==> config.mk <==
export PLATFORM = sky130hd
export DESIGN_NAME = fetch_buffer
export DESIGN_NICKNAME = d
export VERILOG_FILES = /design/src/rtl/fetch_buffer.sv
export SDC_FILE = /design/constraint.sdc
export NUM_CORES = 1
export LEC_CHECK = 0
export ABC_AREA = 1
export BUFFER_PORTS_ARGS = -buffer_cell sky130_fd_sc_hd__buf_2
export CAP_MARGIN = 25
export CORE_UTILIZATION = 45
export DETAILED_ROUTE_END_ITERATION = 7
export GPL_ROUTABILITY_DRIVEN = 0
export PLACE_DENSITY = 0.7
export SLEW_MARGIN = 20
export SYNTH_ARGS = -nofsm -noshare
export SYNTH_HDL_FRONTEND = slang
export SYNTH_SLANG_ARGS = --single-unit
export TNS_END_PERCENT = 30
==> constraint.sdc <==
create_clock -name Clock -period 7.6 [get_ports Clock]
set_clock_uncertainty 0.05 [all_clocks]
set_input_delay 0 -clock Clock [delete_from_list [all_inputs] [get_ports Clock]]
set_output_delay 0 -clock Clock [all_outputs]
set_load 0.02 [all_outputs]
==> src/rtl/fetch_buffer.sv <==
// Instruction fetch buffer: tags each memory response with its fetch PC, queues it
// for decode, and steers the PC register to replay dropped fetches or follow a flush.
module fetch_buffer #(
  parameter int DEPTH = 4
) (
  input  logic                   Clock,
  input  logic                   Reset,
  input  logic [31:0]            PC,
  input  logic [31:0]            IMemData,
  input  logic                   Flush,
  input  logic [31:0]            FlushTarget,
  input  logic                   InstrReady,
  output logic                   InstrValid,
  output logic [31:0]            Instr,
  output logic [31:0]            InstrPC,
  output logic [$clog2(DEPTH):0] Count,
  output logic                   PCWrite,
  output logic [31:0]            PCNext,
  output logic                   Replay
);

  localparam int AW = $clog2(DEPTH);
  localparam logic [AW:0] FULL_COUNT = (AW+1)'(DEPTH);

  logic [31:0]   instr_mem [DEPTH];
  logic [31:0]   pc_mem    [DEPTH];
  logic [AW-1:0] rd_ptr;
  logic [AW-1:0] wr_ptr;
  logic [AW:0]   count;

  // Stage p1: the response arriving this cycle belongs to last cycle's PC.
  logic          vld_p1;
  logic [31:0]   resp_pc_p1;

  logic          full;
  logic          deq;
  logic          enq;
  logic          drop;

  assign full       = (count == FULL_COUNT);
  assign InstrValid = (count != '0);
  assign Instr      = instr_mem[rd_ptr];
  assign InstrPC    = pc_mem[rd_ptr];
  assign Count      = count;

  assign deq  = InstrValid & InstrReady & ~Flush;
  assign enq  = vld_p1 & ~Flush & (~full | deq);
  assign drop = vld_p1 & ~Flush & full & ~deq;

  always_ff @(posedge Clock) begin
    if (Reset) begin
      vld_p1     <= 1'b0;
      resp_pc_p1 <= '0;
      rd_ptr     <= '0;
      wr_ptr     <= '0;
      count      <= '0;
      for (int i = 0; i < DEPTH; i++) begin
        instr_mem[i] <= '0;
        pc_mem[i]    <= '0;
      end
    end else begin
      // A redirect (flush or replay) makes the next response wrong-path; squash it.
      vld_p1     <= ~(Flush | drop);
      resp_pc_p1 <= PC;
      if (Flush) begin
        rd_ptr <= '0;
        wr_ptr <= '0;
        count  <= '0;
      end else begin
        if (enq) begin
          instr_mem[wr_ptr] <= IMemData;
          pc_mem[wr_ptr]    <= resp_pc_p1;
          wr_ptr            <= wr_ptr + 1'b1;
        end
        if (deq) begin
          rd_ptr <= rd_ptr + 1'b1;
        end
        case ({enq, deq})
          2'b10:   count <= count + 1'b1;
          2'b01:   count <= count - 1'b1;
          default: count <= count;
        endcase
      end
    end
  end

  // The PC register cannot hold, so a dropped response is recovered by reloading its PC.
  always_comb begin
    PCWrite = 1'b0;
    PCNext  = '0;
    Replay  = 1'b0;
    if (!Reset) begin
      if (Flush) begin
        PCWrite = 1'b1;
        PCNext  = FlushTarget;
      end else if (drop) begin
        PCWrite = 1'b1;
        PCNext  = resp_pc_p1;
        Replay  = 1'b1;
      end
    end
  end

endmodule
======== Yosys cells after proc, flatten, opt, wreduce, memory -nomap -nowiden ========
Memory sizes are Yosys's and may differ from the RTL's. A register that Yosys moved wholly into a read port is not among the register bits.
Cells that the tools add are included.
Widths: inputs -> output; s select.
cells by class
  equal/unequal tests ..................... 3
  bitwise logic cells ..................... 12
  add/sub/neg operators ................... 4
  reduce and logical (&&, ||, !) cells .... 5
  multiplexer cells ....................... 25
operators with widths
  cell                 count
  $mux 32              5
  $reduce_or 32->1     2
  $mux 1               13
  $mux 2               6
  $and 1x1->1          6
  $pmux 3 s2           1
  $add 2x1->2 const B  2
  $not 1->1            4
  $add 3x1->3 const B  1
  $eq 3x3->1 const B   1
  $reduce_bool 3->1    1
  $sub 3x1->3 const B  1
  $eq 2x1->1 const B   1
  $eq 2x2->1 const B   1
  $or 1x1->1           2
  $reduce_bool 2->1    1
  $reduce_or 2->1      1
storage, ports and cells
  output and inout bits ................... 102
  input port bits ......................... 100
  RAM bits ................................ 256
  word-level logic and storage cells ...... 56
  flip-flop bits (word level) ............. 40
  memories ................................ 2
memories
  name       depth  width  rd ports  clocked after memory_dff  write ports  line  text
  instr_mem  4      32     1         1                         4            25    logic [31:0] instr_mem [DEPTH];
  pc_mem     4      32     1         1                         4            26    logic [31:0] pc_mem [DEPTH];

======== Logic depth before layout (Yosys ltp) ========
Gate-level depths: netlist of run 1.
  depth after elaboration ................. 11
  gate-level depth with buffers ........... 10
  depth with buffers taken out ............ 10

======== Worst setup path before layout of run 1 ========
OpenSTA, ideal clock, no wires.
  path type ............................... reg2reg
  from .................................... register count[0] (netlist: Count[0])
  to ...................................... memory instr_mem[1][0], enable pin
  library setup time ...................... 0.574 ns
  slack ................................... 1.466 ns
  stages on the path, launching flop included .. 7
  data required time ...................... 6.976 ns
  clock period less this slack ............ 6.134 ns
  arrival ................................. 5.510 ns
  buffers on the path ..................... 0
  path through ............................ dfxtp_1 nor2_1 nand3_2 nand2_2 nor2_1 inv_1 o21ai_0
RTL lines
  element                 line  text
  start, declared         29    logic [AW:0] count;
  start signal, assigned  79    2'b10: count <= count + 1'b1;
  start signal, assigned  80    2'b01: count <= count - 1'b1;
  start signal, assigned  81    default: count <= count;
  end, declared           25

==> metrics.md, run 1 <==
| Metric | Value |
|---|---|
| Overall power | about 3.6 mW |
| First-pass GRT wire length | between 50,000 and 60,000 um |
| Ports | about 200 |
| Grt total ovfl | 0 |
| DRC errors left | 0 |
| Gr usage total | 22.6% |
| Vias in the first global route | 9,764 |
| Final Setup Violations | 0 |
| Syn_nets | 1,344 |
| Post-Syn Area | 12,500 um^2 |
| Avg Cell Area, Syn | 10.1 um^2 |
| Yosys warns | 0 |
| Mux share of post-synthesis cell area | 0% |
| CP cell instances | inv_4 > buf_4 > o21ai_0 > o22ai_1 > buf_2 |
| Clock sinks | 298 |
| FF+latch count, synth | about 300 |
| Final setup TNS | 0 ns |
| Crit-path max cell delay | 0.73 ns |
| PwrDens | 227 nW/um^2 |
| Clock Root Buffer | clkbuf_16 |
| Ys flop type | edfxtp_1 |
| Post-CTS Repair Setup Buffers | 0 |
| Final period utilization | 39.2% |
| Endpoints failing hold | 0 |
| Worst skew pair latency | 0.55 ns |
| Rows | 60 |
| Peak fanout along the critical path | between 80 and 90 |
| Final Core Density | 58.3% |
| Die Y | 169 um |
| Pins Over Slew Limit | 0 |
| Drt total wl | 32,000 um |
| Max_cap viols | 0 |
| Initial Util | 46.2% |
| Wire per inst | ~17 um |
| Critical Path Sink Type | output pin |
| Share of cells above drive strength 1 | 17.7% |
| Max frequency | 335 MHz |
| DIE WIDTH | 169 um |
| Post-Syn Instances | 1,243 |
| Synth Area in Compound Gates | between 8 and 9% |
| Slew HR | between 30% and 40% |
| Synth top area cells | edfxtp_1, nor2_1, dfxtp_1, o21ai_0, nand2_1 |
| Iteration-0 DRC Markers | 860 |
| Status | finished, final reports clean |
| Min-delay worst type | input pin to output pin |
| CTS buffer count | 31 |
| Layout area overhead | 26.1% |
| Fin worst setup slack | 4.62 ns |
| CTS tree | yes |
| Pre-CTS WS | 4.90 ns |
| Nets | 1,609 |
| Initial antenna violation count | 0 |
| H-tree depth | 1 |
| Critical Path Source Type | flop |
| Largest family of logic cells by synthesized area | simple AND/OR/NAND/NOR gates |
| Clock slew at reported path FFs | 0.06 ns |
| Post-layout min period | slightly below 3 ns |
| Post-Synth XOR/XNOR Area | 0% |
| RSZ-0062 raised after global routing | false |
| Via density | about 5 |
| PortBufs | 201 |
| R2R setup slack | 4.90 ns |
| TritonRoute pass-1 iters | 6 |
| Core area | roughly 27,000 um^2 |
| Pin count of the biggest net entering global routing | 87 |
| Post-synthesis adder-cell area fraction | 0.160% |
| Post-synth EDFFs | 256 |
| Dpl hpwl | 17,600 um |
| Vias | 9,700 |
| Antenna Nets Post-Route | 0 |
| Sequential area share after synthesis | between 60 and 70% |
| Req. time, crit path | 7.55 ns |
| Diodes inserted | 0 |
| Synth Area in Simple Gates | 16.7% |
| Yosys cell types | 22 |
| Count leader, synth | nor2_1 |
| Yosys top cell by area | edfxtp_1 |
| Async set-reset flop share out of synthesis | 0% |
| Yosys top cell area share | 61.4% |
| Maximum clock path buffer count | 3 |
| Lkg Pwr | 7.09 nW |
| Slowest CP cell | buf_4 |
| Die area | 28,500 um^2 |
| Max IR drop VDD | 0.160 mV |
| Crit path kind | flop to output pin |
| Least-Margin Pin Slew | 0.956 ns |
| Most instantiated cells after synthesis | nor2_1, edfxtp_1, nand2_1, o21ai_0, inv_1 |
| Critical path arrival | 2.93 ns |
what timing repair did:
action,4_1_cts,5_1_grt
hold buffers,99,0
endpoints found under the hold margin,170,0
gates resized for setup,0,0
layer usage:
layer,wire length [um],track usage (%)
met3,2200,3.58
met4,638,5.65
met5,0,0
met2,15600,38.9
met1,13600,29.9
critical path, delay by kind of cell, from the launching register on:
family                 cells  cell delay (ns)
AO/OA/AOI/OAI              2             0.54
buffers and inverters      3             1.35
flip-flops                 1             0.48
registers in the layout (all words and copies together), names as in the netlist, named ones only:
name        count
rd_ptr          2
wr_ptr          2
Count           3
resp_pc_p1     32
instr_mem     128
pc_mem        128
vld_p1          1
cell type report:
cell class / count / area [um^2]
Clock buffer: 36 / 795
Timing Repair Buffer: 309 / 2090
Inverter: 113 / 427
Fill cell: 2298 / 11300
Sequential cell: 298 / 8530
Tap cell: 372 / 465
Clock inverter: 22 / 183
Multi-Input combinational cell: 755 / 3300
layout by cell type (no fill, tap or decap), types with 4 or more instances in the layout:
cell type	instances
clkbuf_16	31
o21ai_0	133
clkinv_2	4
o22ai_1	64
a21oi_1	7
dfxtp_1	40
inv_1	109
nand2_1	171
nand2_4	4
nor2_1	361
buf_2	201
clkbuf_1	5
buf_4	7
edfxtp_1	256
dlygate4sd3_1	99
clkinv_1	11
power by group:
group / total (mW) / switching [mW] / internal [mW]
Sequential: 1.86 / 0.0242 / 1.84
Combinational: 0.248 / 0.153 / 0.0954
Clock: 1.47 / 0.625 / 0.846
Total: 3.58 / 0.802 / 2.78
final timing paths:
path,from,endpoint,cells past startpoint
setup reg to reg,vld_p1,instr_mem[1][5],7
hold reg to reg,rd_ptr[1],flop,2
setup / recovery,flop,InstrPC[24],5
hold / removal,FlushTarget[15],PCNext[15],4
per-stage QoR:
| stage | cell area (um^2) | hold slack [ns] | cells |
|---|---|---|---|
| 6_report | 15800 | 0.263 | 1905 |
| 5_1_grt | 15800 | 0.271 | 1905 |
| 4_1_cts | 15800 | 0.262 | 1904 |
| 3_5_place_dp | 13800 | 0.156 | 1747 |
| 3_3_place_gp | 13800 | 0.150 | 1746 |
| 2_1_floorplan | 12500 | 0.0293 | 1243 |
logic make-up after synthesis:
group | Yosys count
buffers and inverters | 190
AOI/OAI and AO/OA | 207
adders and majority gates | 1
DFF | 298
and+or+nand+nor | 547
(Power assumes the default switching activity.)
==> run 2: changes to the inputs <==
--- a/config.mk
+++ b/config.mk
@@ -5,13 +5,13 @@
 export SDC_FILE = /design/constraint.sdc
 export NUM_CORES = 1
 export LEC_CHECK = 0
-export ABC_AREA = 1
+export ABC_AREA = 0
 export BUFFER_PORTS_ARGS = -buffer_cell sky130_fd_sc_hd__buf_2
 export CAP_MARGIN = 25
 export CORE_UTILIZATION = 45
 export DETAILED_ROUTE_END_ITERATION = 7
 export GPL_ROUTABILITY_DRIVEN = 0
-export PLACE_DENSITY = 0.7
+export PLACE_DENSITY = 0.72
 export SLEW_MARGIN = 20
 export SYNTH_ARGS = -nofsm -noshare
 export SYNTH_HDL_FRONTEND = slang
==> constraint.sdc (replaced) <==
create_clock -name Clock -period 2.7 [get_ports Clock]
set_clock_uncertainty 0.05 [all_clocks]
set_input_delay 0 -clock Clock [delete_from_list [all_inputs] [get_ports Clock]]
set_output_delay 0 -clock Clock [all_outputs]
set_load 0.02 [all_outputs]
==> run 2 against run 1 <==
  * Clock power grew to 2.8 times the previous value
  * Sequential cell count unchanged
  * Non-clock buffer count is 22 lower
  * Synthesized area increased by 0.45%
  * Sequential share of layout area grew 0.37 points
  * Wire length decreased by 11%
  * Power increased to 2.8 times the previous value
  * Largest cell class unchanged
  * Largest power group unchanged
==> metrics.md, run 2 <==
| Metric | Value |
|---|---|
| Layout area overhead | 24.8% (was 26.1%) |
| Vias in the first global route | 8,044 (was 9,764) |
| Commonest non-fill, non-tap cell in the layout | nor2_1 (unchanged) |
| H-tree depth | 1 (unchanged) |
| Post-route insts no fill | 1,543 (was 1,905) |
| Pins Over Slew Limit | 0 (unchanged) |
| FF+latch count, synth | 298 (unchanged) |
| Worst skew pair latency | 0.54 ns (was 0.55 ns) |
| CP Launch Point | Count[0] |
| Fillcell total | 2,243 (was 2,298) |
| Peak fanout along the critical path | 34 (was 84) |
| Hold path cells | 2 (was 4) |
| Critical Path Sink Type | output pin (unchanged) |
| Overall power | 10.2 mW (was 3.58 mW) |
| Dpl hpwl | 16,500 um (was 17,600 um) |
| Yosys top cell area share | 61.1% (was 61.4%) |
| PwrDens | 648 nW/um^2 (was 227 nW/um^2) |
| Max_cap viols | 0 (unchanged) |
| Die Y | 169 um (about the same) |
| Finished Cell Area | 15,700 um^2 (was 15,800 um^2) |
| Req. time, crit path | 2.65 ns (was 7.55 ns) |
| Clock Root Buffer | clkbuf_16 (unchanged) |
| Reg2Reg Depth | 7 (unchanged) |
| Slew HR | 55.4% (was 36.3%) |
| Hold wc startpoint | Reset (was FlushTarget[15]) |
| Critical path arrival | 2.43 ns (was 2.93 ns) |
| Yosys cell types | 32 (was 22) |
| Clock sinks | 298 (unchanged) |
| CTS buffer count | 30 (was 31) |
| Sequential area share after synthesis | 67.8% (was 68.1%) |
| Top flop regs | instr_mem x128, pc_mem x128, resp_pc_p1 x32 (unchanged) |
| Share of cells above drive strength 1 | 29.7% (was 17.7%) |
| Iteration-0 DRC Markers | 604 (was 860) |
| Lkg Pwr | 5.85 nW (was 7.09 nW) |
| DRC errors left | 0 (unchanged) |
| Critical Path Source Type | flop (unchanged) |
| Commonest cells after routing, fill and taps aside | nor2_1, edfxtp_1, buf_2 (unchanged) |
| Syn_nets | 994 (was 1,344) |
| RSZ-0062 raised after global routing | false (unchanged) |
| Grt total ovfl | 0 (unchanged) |
| Post-Syn Area | 12,600 um^2 (was 12,500 um^2) |
| Hold WS | 0.0478 ns (was 0.263 ns) |
| Die area | 28,600 um^2 (was 28,500 um^2) |
| Yosys warns | 0 (unchanged) |
| Post-layout min period | 2.48 ns |
| Post-synth EDFFs | 256 (unchanged) |
| # placed instances | 1,420 (was 1,747) |
| Wire per inst | 18.4 um (was 16.8 um) |
| Initial Util | 46.3% (was 46.2%) |
| Max IR drop VDD | 0.466 mV (was 0.160 mV) |
| Max frequency | 403 MHz |
| Via density | 5.17 (was 5.09) |
| FF-to-FF Start | Count[0] (was vld_p1) |
| Status | finished, final reports clean (unchanged) |
| Vias | 7,977 (was 9,700) |
| Initial antenna violation count | 0 (unchanged) |
| Count leader, synth | nor2_1 (unchanged) |
| TritonRoute pass-1 iters | 4 (was 6) |
| Gr usage total | 20.0% (was 22.6%) |
| Post-CTS Repair Setup Buffers | 0 (unchanged) |
| Placed inst area | 14,000 um^2 (was 13,800 um^2) |
| Post-Syn Instances | 893 (was 1,243) |
| Async set-reset flop share out of synthesis | 0% (unchanged) |
| Rows | 60 (unchanged) |
| Yosys top cell by area | edfxtp_1 (unchanged) |
| Post-CTS sizing | 0 (unchanged) |
| Nets | 1,248 (was 1,609) |
| CTS tree | yes (unchanged) |
| Endpoints failing hold | 0 (unchanged) |
| First-pass GRT wire length | 43,900 um (was 50,600 um) |
| PortBufs | 201 (unchanged) |
| Worst Hold End | pc_mem[0][0] (was PCNext[15]) |
| Core area | 27,200 um^2 (was 27,100 um^2) |
| Final Setup Violations | 0 (unchanged) |
| Min-delay worst type | input pin to flop (was input pin to output pin) |
| Ys flop type | edfxtp_1 (unchanged) |
| Synth top area cells | edfxtp_1, mux4_2, nor2_1, dfxtp_1, nand2b_1 (was edfxtp_1, nor2_1, dfxtp_1, o21ai_0, nand2_1) |
| Most instantiated cells after synthesis | nor2_1, edfxtp_1, nand2b_1, mux4_2, dfxtp_1 (was nor2_1, edfxtp_1, nand2_1, o21ai_0, inv_1) |
| Diodes inserted | 0 (unchanged) |
| Least-Margin Pin Slew | 0.670 ns (was 0.956 ns) |
| Final period utilization | between 90% and 100% |
| RR Endpoint | Count[2] (was instr_mem[1][5]) |
| Ports | 202 (unchanged) |
| Antenna Nets Post-Route | 0 (unchanged) |
| Clock slew at reported path FFs | 0.06 ns (about the same) |
| Avg Cell Area, Syn | 14.1 um^2 (was 10.1 um^2) |
| Drt total wl | 28,400 um (was 32,000 um) |
| Pin count of the biggest net entering global routing | 78 (was 87) |
| DIE WIDTH | 169 um (about the same) |
| R2R setup slack | 0.51 ns (was 4.90 ns) |
| Crit path kind | flop to output pin (unchanged) |
| Maximum clock path buffer count | 3 (unchanged) |
## run 2: worst max-delay path by stage
stage	to	cells past startpoint
6_report	PCNext[30]	6
5_1_grt	PCNext[30]	6
4_1_cts	PCNext[31]	6
3_5_place_dp	instr_mem[3][9]	3
3_3_place_gp	instr_mem[3][9]	3
2_1_floorplan	instr_mem[0][0]	4
## run 2: final cells by class
class	count	area (um^2)	share of cell area, %
Clock buffer	37	798	5.09
Clock inverter	19	194	1.24
Inverter	3	11.3	0.0718
Multi-Input combinational cell	527	3750	23.9
Sequential cell	298	8540	54.4
Tap cell	372	465	2.97
Timing Repair Buffer	287	1930	12.3
## run 2: report_power, final
part / total [mW] / switching, mW / internal [mW]
Clock: 4.15 / 1.68 / 2.47
Sequential: 5.23 / 0.0616 / 5.17
Combinational: 0.777 / 0.448 / 0.329
## run 2: cell families (layout without fill, tap and decap cells)
group / after synthesis / in the layout / share of synthesized area (%)
xor+xnor: 5 / 5 / 0.348
simple gates: 417 / 417 / 14.9
mux: 64 / 64 / 11.5
fa+ha+maj: 1 / 1 / 0.159
buf+inv: 68 / 346 / 2.81
compound gates: 40 / 40 / 2.50
flops: 298 / 298 / 67.8
## run 2: what timing repair did
action / CTS / global route
hold buffers: 66 / 0
hold endpoints to repair: 164 / 0
endpoints found under the setup margin: 0 / 0
## run 2: layer usage
metal	routed length (um)	GRT usage [%]	up-vias
met5	0	0	-
met4	605	5.44	0
met3	1670	3.15	48
met2	14000	33.8	279
met1	12200	27.1	3934
li1	-	-	3716
## run 2: critical path, stage by stage (launching register included)
cell	delay, ns
dfxtp_1	0.38
or4b_4	0.60
nor2_2	0.10
buf_4	0.34
a22oi_1	0.12
nor2_1	0.15
buf_2	0.19
## run 2: per-stage QoR
step                setup slack [ns]  utilization [%]  TNS, ns
global route                  0.0518             57.7        0
floorplan                     -0.415                -   -43.53
detailed placement             0.347             51.6        0
global placement               0.406             51.6        0
CTS                            0.216             57.6        0
finish                         0.219             57.7        0
